==> src/rtl/pipe_ctrl_pkg.sv <==
// pipe_ctrl_pkg: shared icode, status, register and FSM state constants for
// the pipeline control block, plus a helper classifying terminating status.
package pipe_ctrl_pkg;

  // Instruction codes
  localparam logic [3:0] IHALT   = 4'h0;
  localparam logic [3:0] INOP    = 4'h1;
  localparam logic [3:0] IRRMOVQ = 4'h2;
  localparam logic [3:0] IIRMOVQ = 4'h3;
  localparam logic [3:0] IRMMOVQ = 4'h4;
  localparam logic [3:0] IMRMOVQ = 4'h5;
  localparam logic [3:0] IOPQ    = 4'h6;
  localparam logic [3:0] IJXX    = 4'h7;
  localparam logic [3:0] ICALL   = 4'h8;
  localparam logic [3:0] IRET    = 4'h9;
  localparam logic [3:0] IPUSHQ  = 4'hA;
  localparam logic [3:0] IPOPQ   = 4'hB;

  // "No register" destination id
  localparam logic [3:0] RNONE = 4'hF;

  // Pipeline status codes
  localparam logic [2:0] SBUB = 3'd0;
  localparam logic [2:0] SAOK = 3'd1;
  localparam logic [2:0] SHLT = 3'd2;
  localparam logic [2:0] SADR = 3'd3;
  localparam logic [2:0] SINS = 3'd4;

  // Control FSM states
  typedef enum logic [1:0] {
    ST_INIT  = 2'd0,
    ST_RUN   = 2'd1,
    ST_DRAIN = 2'd2,
    ST_HALT  = 2'd3
  } state_e;

  // A status that terminates the program once it reaches writeback
  function automatic logic is_exc(input logic [2:0] stat);
    return (stat == SADR) || (stat == SINS) || (stat == SHLT);
  endfunction

endpackage

==> src/rtl/pipe_sat_cnt.sv <==
// pipe_sat_cnt: saturating up-counter with enable; sticks at all-ones.
module pipe_sat_cnt #(
  parameter int WIDTH = 32
) (
  input  logic             clk_i,
  input  logic             rst_n_i,
  input  logic             en_i,
  output logic [WIDTH-1:0] cnt_o
);

  logic [WIDTH-1:0] r_cnt;

  // Count enabled cycles, holding once every bit is set
  always_ff @(posedge clk_i or negedge rst_n_i) begin
    if (!rst_n_i)
      r_cnt <= '0;
    else if (en_i && !(&r_cnt))
      r_cnt <= r_cnt + 1'b1;
  end

  assign cnt_o = r_cnt;

endmodule

==> src/rtl/pipe_ctrl.sv <==
// pipe_ctrl: hazard detection and stall/bubble control for a five-stage
// pipeline, with an INIT/RUN/DRAIN/HALT FSM that freezes the pipe after a
// terminating status reaches writeback.
// Optional build macro PIPE_CTRL_PERF_EN adds load-use, mispredict and
// ret-bubble event counters; without it the counter outputs read zero.
module pipe_ctrl
  import pipe_ctrl_pkg::*;
(
  input  logic        clk_i,
  input  logic        rst_n_i,
  input  logic [3:0]  D_icode_i,
  input  logic [3:0]  d_srcA_i,
  input  logic [3:0]  d_srcB_i,
  input  logic [3:0]  E_icode_i,
  input  logic [3:0]  E_dstM_i,
  input  logic        e_Cnd_i,
  input  logic [3:0]  M_icode_i,
  input  logic [2:0]  m_stat_i,
  input  logic [2:0]  W_stat_i,
  output logic        F_stall_o,
  output logic        D_stall_o,
  output logic        D_bubble_o,
  output logic        E_bubble_o,
  output logic        M_bubble_o,
  output logic        W_stall_o,
  output logic        set_cc_en_o,
  output logic [1:0]  state_o,
  output logic        halted_o,
  output logic [2:0]  final_stat_o,
  output logic [31:0] lu_cnt_o,
  output logic [31:0] mp_cnt_o,
  output logic [31:0] ret_cnt_o
);

  state_e     r_state;
  state_e     w_state_nxt;
  logic [2:0] r_final_stat;

  logic w_load_use;
  logic w_ret_in;
  logic w_mispred;
  logic w_exc_m;
  logic w_exc_w;
  logic w_ret_bub;

  assign w_load_use = ((E_icode_i == IMRMOVQ) || (E_icode_i == IPOPQ)) &&
                      (E_dstM_i != RNONE) &&
                      ((E_dstM_i == d_srcA_i) || (E_dstM_i == d_srcB_i));
  assign w_ret_in   = (D_icode_i == IRET) || (E_icode_i == IRET) ||
                      (M_icode_i == IRET);
  assign w_mispred  = (E_icode_i == IJXX) && !e_Cnd_i;
  assign w_exc_m    = is_exc(m_stat_i);
  assign w_exc_w    = is_exc(W_stat_i);
  // A load-use stall holds the ret in D, so the bubble is suppressed then
  assign w_ret_bub  = w_ret_in && !w_load_use;

  // State register; terminating status captured on the way into HALT
  always_ff @(posedge clk_i or negedge rst_n_i) begin
    if (!rst_n_i) begin
      r_state      <= ST_INIT;
      r_final_stat <= SAOK;
    end else begin
      r_state <= w_state_nxt;
      if ((w_state_nxt == ST_HALT) && (r_state != ST_HALT))
        r_final_stat <= W_stat_i;
    end
  end

  // Next-state and stage-control decode
  always_comb begin
    w_state_nxt = r_state;
    F_stall_o   = 1'b0;
    D_stall_o   = 1'b0;
    D_bubble_o  = 1'b0;
    E_bubble_o  = 1'b0;
    M_bubble_o  = 1'b0;
    W_stall_o   = 1'b0;
    set_cc_en_o = 1'b0;
    case (r_state)
      ST_INIT: begin
        F_stall_o   = 1'b1;
        D_bubble_o  = 1'b1;
        E_bubble_o  = 1'b1;
        M_bubble_o  = 1'b1;
        w_state_nxt = ST_RUN;
      end
      ST_RUN, ST_DRAIN: begin
        F_stall_o   = w_load_use || w_ret_in;
        D_stall_o   = w_load_use;
        D_bubble_o  = w_mispred || w_ret_bub;
        E_bubble_o  = w_mispred || w_load_use;
        M_bubble_o  = w_exc_m || w_exc_w;
        W_stall_o   = w_exc_w;
        set_cc_en_o = !w_exc_m && !w_exc_w;
        if (w_exc_w)
          w_state_nxt = ST_HALT;
        else if ((r_state == ST_RUN) && w_exc_m)
          w_state_nxt = ST_DRAIN;
      end
      default: begin
        F_stall_o  = 1'b1;
        D_stall_o  = 1'b1;
        W_stall_o  = 1'b1;
        M_bubble_o = 1'b1;
        E_bubble_o = 1'b1;
      end
    endcase
  end

  assign state_o      = r_state;
  assign halted_o     = (r_state == ST_HALT);
  assign final_stat_o = r_final_stat;

`ifdef PIPE_CTRL_PERF_EN
  logic w_run;
  assign w_run = (r_state == ST_RUN);

  pipe_sat_cnt #(.WIDTH(32)) u_lu_cnt (
    .clk_i   (clk_i),
    .rst_n_i (rst_n_i),
    .en_i    (w_run && w_load_use),
    .cnt_o   (lu_cnt_o)
  );

  pipe_sat_cnt #(.WIDTH(32)) u_mp_cnt (
    .clk_i   (clk_i),
    .rst_n_i (rst_n_i),
    .en_i    (w_run && w_mispred),
    .cnt_o   (mp_cnt_o)
  );

  pipe_sat_cnt #(.WIDTH(32)) u_ret_cnt (
    .clk_i   (clk_i),
    .rst_n_i (rst_n_i),
    .en_i    (w_run && w_ret_bub),
    .cnt_o   (ret_cnt_o)
  );
`else
  assign lu_cnt_o  = 32'd0;
  assign mp_cnt_o  = 32'd0;
  assign ret_cnt_o = 32'd0;
`endif

endmodule
==> config.mk <==
export PLATFORM = sky130hd
export DESIGN_NAME = pipe_ctrl
export DESIGN_NICKNAME = d
export VERILOG_FILES = /design/src/rtl/pipe_ctrl_pkg.sv /design/src/rtl/pipe_sat_cnt.sv /design/src/rtl/pipe_ctrl.sv
export SDC_FILE = /design/constraint.sdc
export NUM_CORES = 1
export LEC_CHECK = 0
export ABC_CLOCK_PERIOD_IN_PS = 2380
export CAP_MARGIN = 0
export CORE_MARGIN = 2
export CORE_UTILIZATION = 29
export DETAILED_ROUTE_END_ITERATION = 12
export PLACE_DENSITY = 0.9
export RECOVER_POWER = 50
export SETUP_SLACK_MARGIN = 0.2
export SYNTH_ARGS = -nofsm -noshare
export SYNTH_HDL_FRONTEND = slang
export SYNTH_SLANG_ARGS = --single-unit
==> constraint.sdc <==
create_clock -name clk_i -period 2.38 [get_ports clk_i]
set_input_delay 0.476 -clock clk_i [delete_from_list [all_inputs] [get_ports clk_i]]
set_output_delay 0.476 -clock clk_i [all_outputs]
set_load 0.01 [all_outputs]
==> out/results.tsv <==
metric	value	unit
worst path required time	1900	ps
most frequent cells in the layout	conb_1, buf_4, dlygate4sd2_1, buf_2	
post-route ant nets	0	
Gate power share	75.4	%
HP Class	input pin to async pin	
Initial Utilization	30.4	%
maxcap violations	0	
Die Footprint	5180	um^2
initial DRC count	9	
commonest non-fill, non-tap cell in the layout	conb_1	
Post-Route WL	3.00	mm
global route overflow	0	
mapped cell area	1340	um^2
TNS Setup	0	ps
root buffer cell	clkbuf_8	
Die X	72.0	um
via count	1067	
vias in the first global route	922	
Cell variety after synth	35	
WL/cell	10.5	um
YS warnings	0	
CP Capture Type	output port	
share of cells above drive strength 1	23.1	%
CTS clk-pin slew, worst paths	30	ps
FF+latch area	128	um^2
CTS tree	done	
RR Endpoint	final_stat_o[2]$_DFFE_PN0P_	
number of placement rows	24	
Area growth syn-to-layout	26.9	%
# diodes	0	
RSZ-0062 raised after global routing	true	
Clk network pwr share	11.2	%
first-pass GRT wire length	4.02	mm
FF-to-FF setup slack	530	ps
post-synth top area share	53.8	%
initial antenna violation count	0	
CTS H-tree depth	1	
Ports	142	
Synth area leaders	buf_4, dfrtp_1, xor2_1, ha_1, nor4bb_1	
Multi-input gate area	933	um^2
P_int	0.742	mW
fill count	460	
R2R cell count	7	
VDD IR max	0.000349	V
Final Core Density	38.5	%
largest net degree at the start of global routing	8	
CTS Buffer Depth	2	
leakage power	0.928	nW
Psw	0.619	mW
DR pass1 iterations	4	
sequential share of the synthesized area	9.43	%
number of synthesized register bits	5	
Design Area, Final	1700	um^2
routed vias/inst	3.73	
CP arrival	1710	ps
CP Max Fanout	2	
GRT Overall Usage	9.88	%
Die Y	72.0	um
dominant cell type by area after synthesis	buf_4	
nets@finish	271	
maximum clock rate	457	MHz
Startpoint Class	input pin	
Synth Instances	171	
drc violations	0	
Skew-Pair Late Insertion Delay	220	ps
Core Box Area	4410	um^2
final worst path period need	2190	ps
Final Hold Viols	0	
outcome	finished clean	
Reg-to-Reg Start	state_o[0]$_DFF_PN0_	
Syn Area/Cell	7.84	um^2
Final Wtd Congestion	0.777	
CTS Buf Count	3	
Port-buffer cells	45	
placed cell area	1570	um^2
Final setup viols	0	
sequential power share	13.4	%
crit path kind	input pin to output port	
pwr dens	801	nW/um^2
Sw Share	45.5	%
clk_skew	0.379	ps
Final period util	91.9	%
Final Max Tran Viols	0	
Sink Count	5	
HPWL Detailed	2.46	mm
[metal layers]
layer,global-route usage (%),up-vias,wire [um]
met5,0,-,0
met4,2.52,0,0
met3,2.78,0,371
met2,20.1,75,1670
met1,9.62,486,955
li1,-,506,-
[critical path, cell delays in order]
cell and delay (ps):
buf_6 100, xor2_2 170, nor4_2 310, o2111ai_2 170, a221o_1 350, buf_2 140
[cells by family (layout without fill, tap and decap cells)]
group | count (synthesis) | count (layout) | synth area share (%)
AOI/OAI and AO/OA | 15 | 15 | 8.40
xor gates and xnor gates | 8 | 8 | 5.23
adders and majority gates | 3 | 3 | 2.80
buffers and inverters | 101 | 69 | 55.3
DFF | 5 | 5 | 9.43
muxes | 3 | 3 | 2.52
other | 1 | 96 | 0.280
and+or+nand+nor | 35 | 35 | 16.1
[sequential cells by signal (all words and copies together), names as in the netlist]
signal        cells
final_stat_o      3
state_o           2
[worst max path at each step]
| stage | startpoint | to | slack (ps) | depth (start not counted) |
|---|---|---|---|---|
| after global routing | m_stat_i[2] | M_bubble_o | 130 | 7 |
| after global placement | E_dstM_i[3] | D_bubble_o | -520 | 6 |
| after CTS | M_icode_i[1] | D_bubble_o | 140 | 6 |
| after detailed placement | E_dstM_i[3] | D_bubble_o | -660 | 6 |
| final | d_srcB_i[0] | D_bubble_o | 190 | 6 |
| after floorplan | state_o[0]$_DFF_PN0_ | D_bubble_o | 390 | 5 |
[stage by stage]
stage | instances | worst slack (ps) | hold slack (ps) | power (mW)
after floorplan | 266 | 394 | 180 | 0.857
after global placement | 276 | -516 | 533 | 1.27
after detailed placement | 276 | -656 | 546 | 1.29
after CTS | 285 | 139 | 479 | 1.38
after global routing | 286 | 130 | 549 | 1.48
final | 286 | 194 | 546 | 1.36
[power by group through the flow]
stage | sequential [mW] | combinational, mW | clock (mW)
after floorplan | 0.200 | 0.657 | 0
after global placement | 0.181 | 1.09 | 0
after detailed placement | 0.182 | 1.10 | 0
after CTS | 0.182 | 1.04 | 0.156
after global routing | 0.195 | 1.12 | 0.167
final | 0.183 | 1.03 | 0.152
[synthesized netlist by cell type (all sizes together)]
cell     count
o2111ai      1
nor4         2
nor2b        3
mux2i        3
or3b         1
nor3b        1
nand3        3
a2bb2oi      2
nor2         3
conb         1
dfrtp        4
clkbuf       1
nor4bb       3
nand2b       2
and3         2
nand4        1
a21oi        1
dfstp        1
o22a         1
buf         97
nor3         3
xor2         8
o2bb2ai      1
a221o        2
o21ai        3
nand4bb      1
inv          3
or3          2
nand2        5
a31oi        1
o211ai       3
ha           3
nand3b       3
[cell type report]
cell class              count  area share [%]
repair buffers             62            30.5
well taps                  52            3.83
inverters                   3           0.662
multi-input cells         160            54.9
clock buffers               4            2.65
flip-flops and latches      5            7.51
[timing repair]
action,in CTS,in global routing
cloned,0,0
endpoints found under the setup margin,7,5
pin swaps,13,8
hold buffers,0,0
gates resized for setup,104,10
setup buffers,5,1
(Power assumes the default switching activity.)
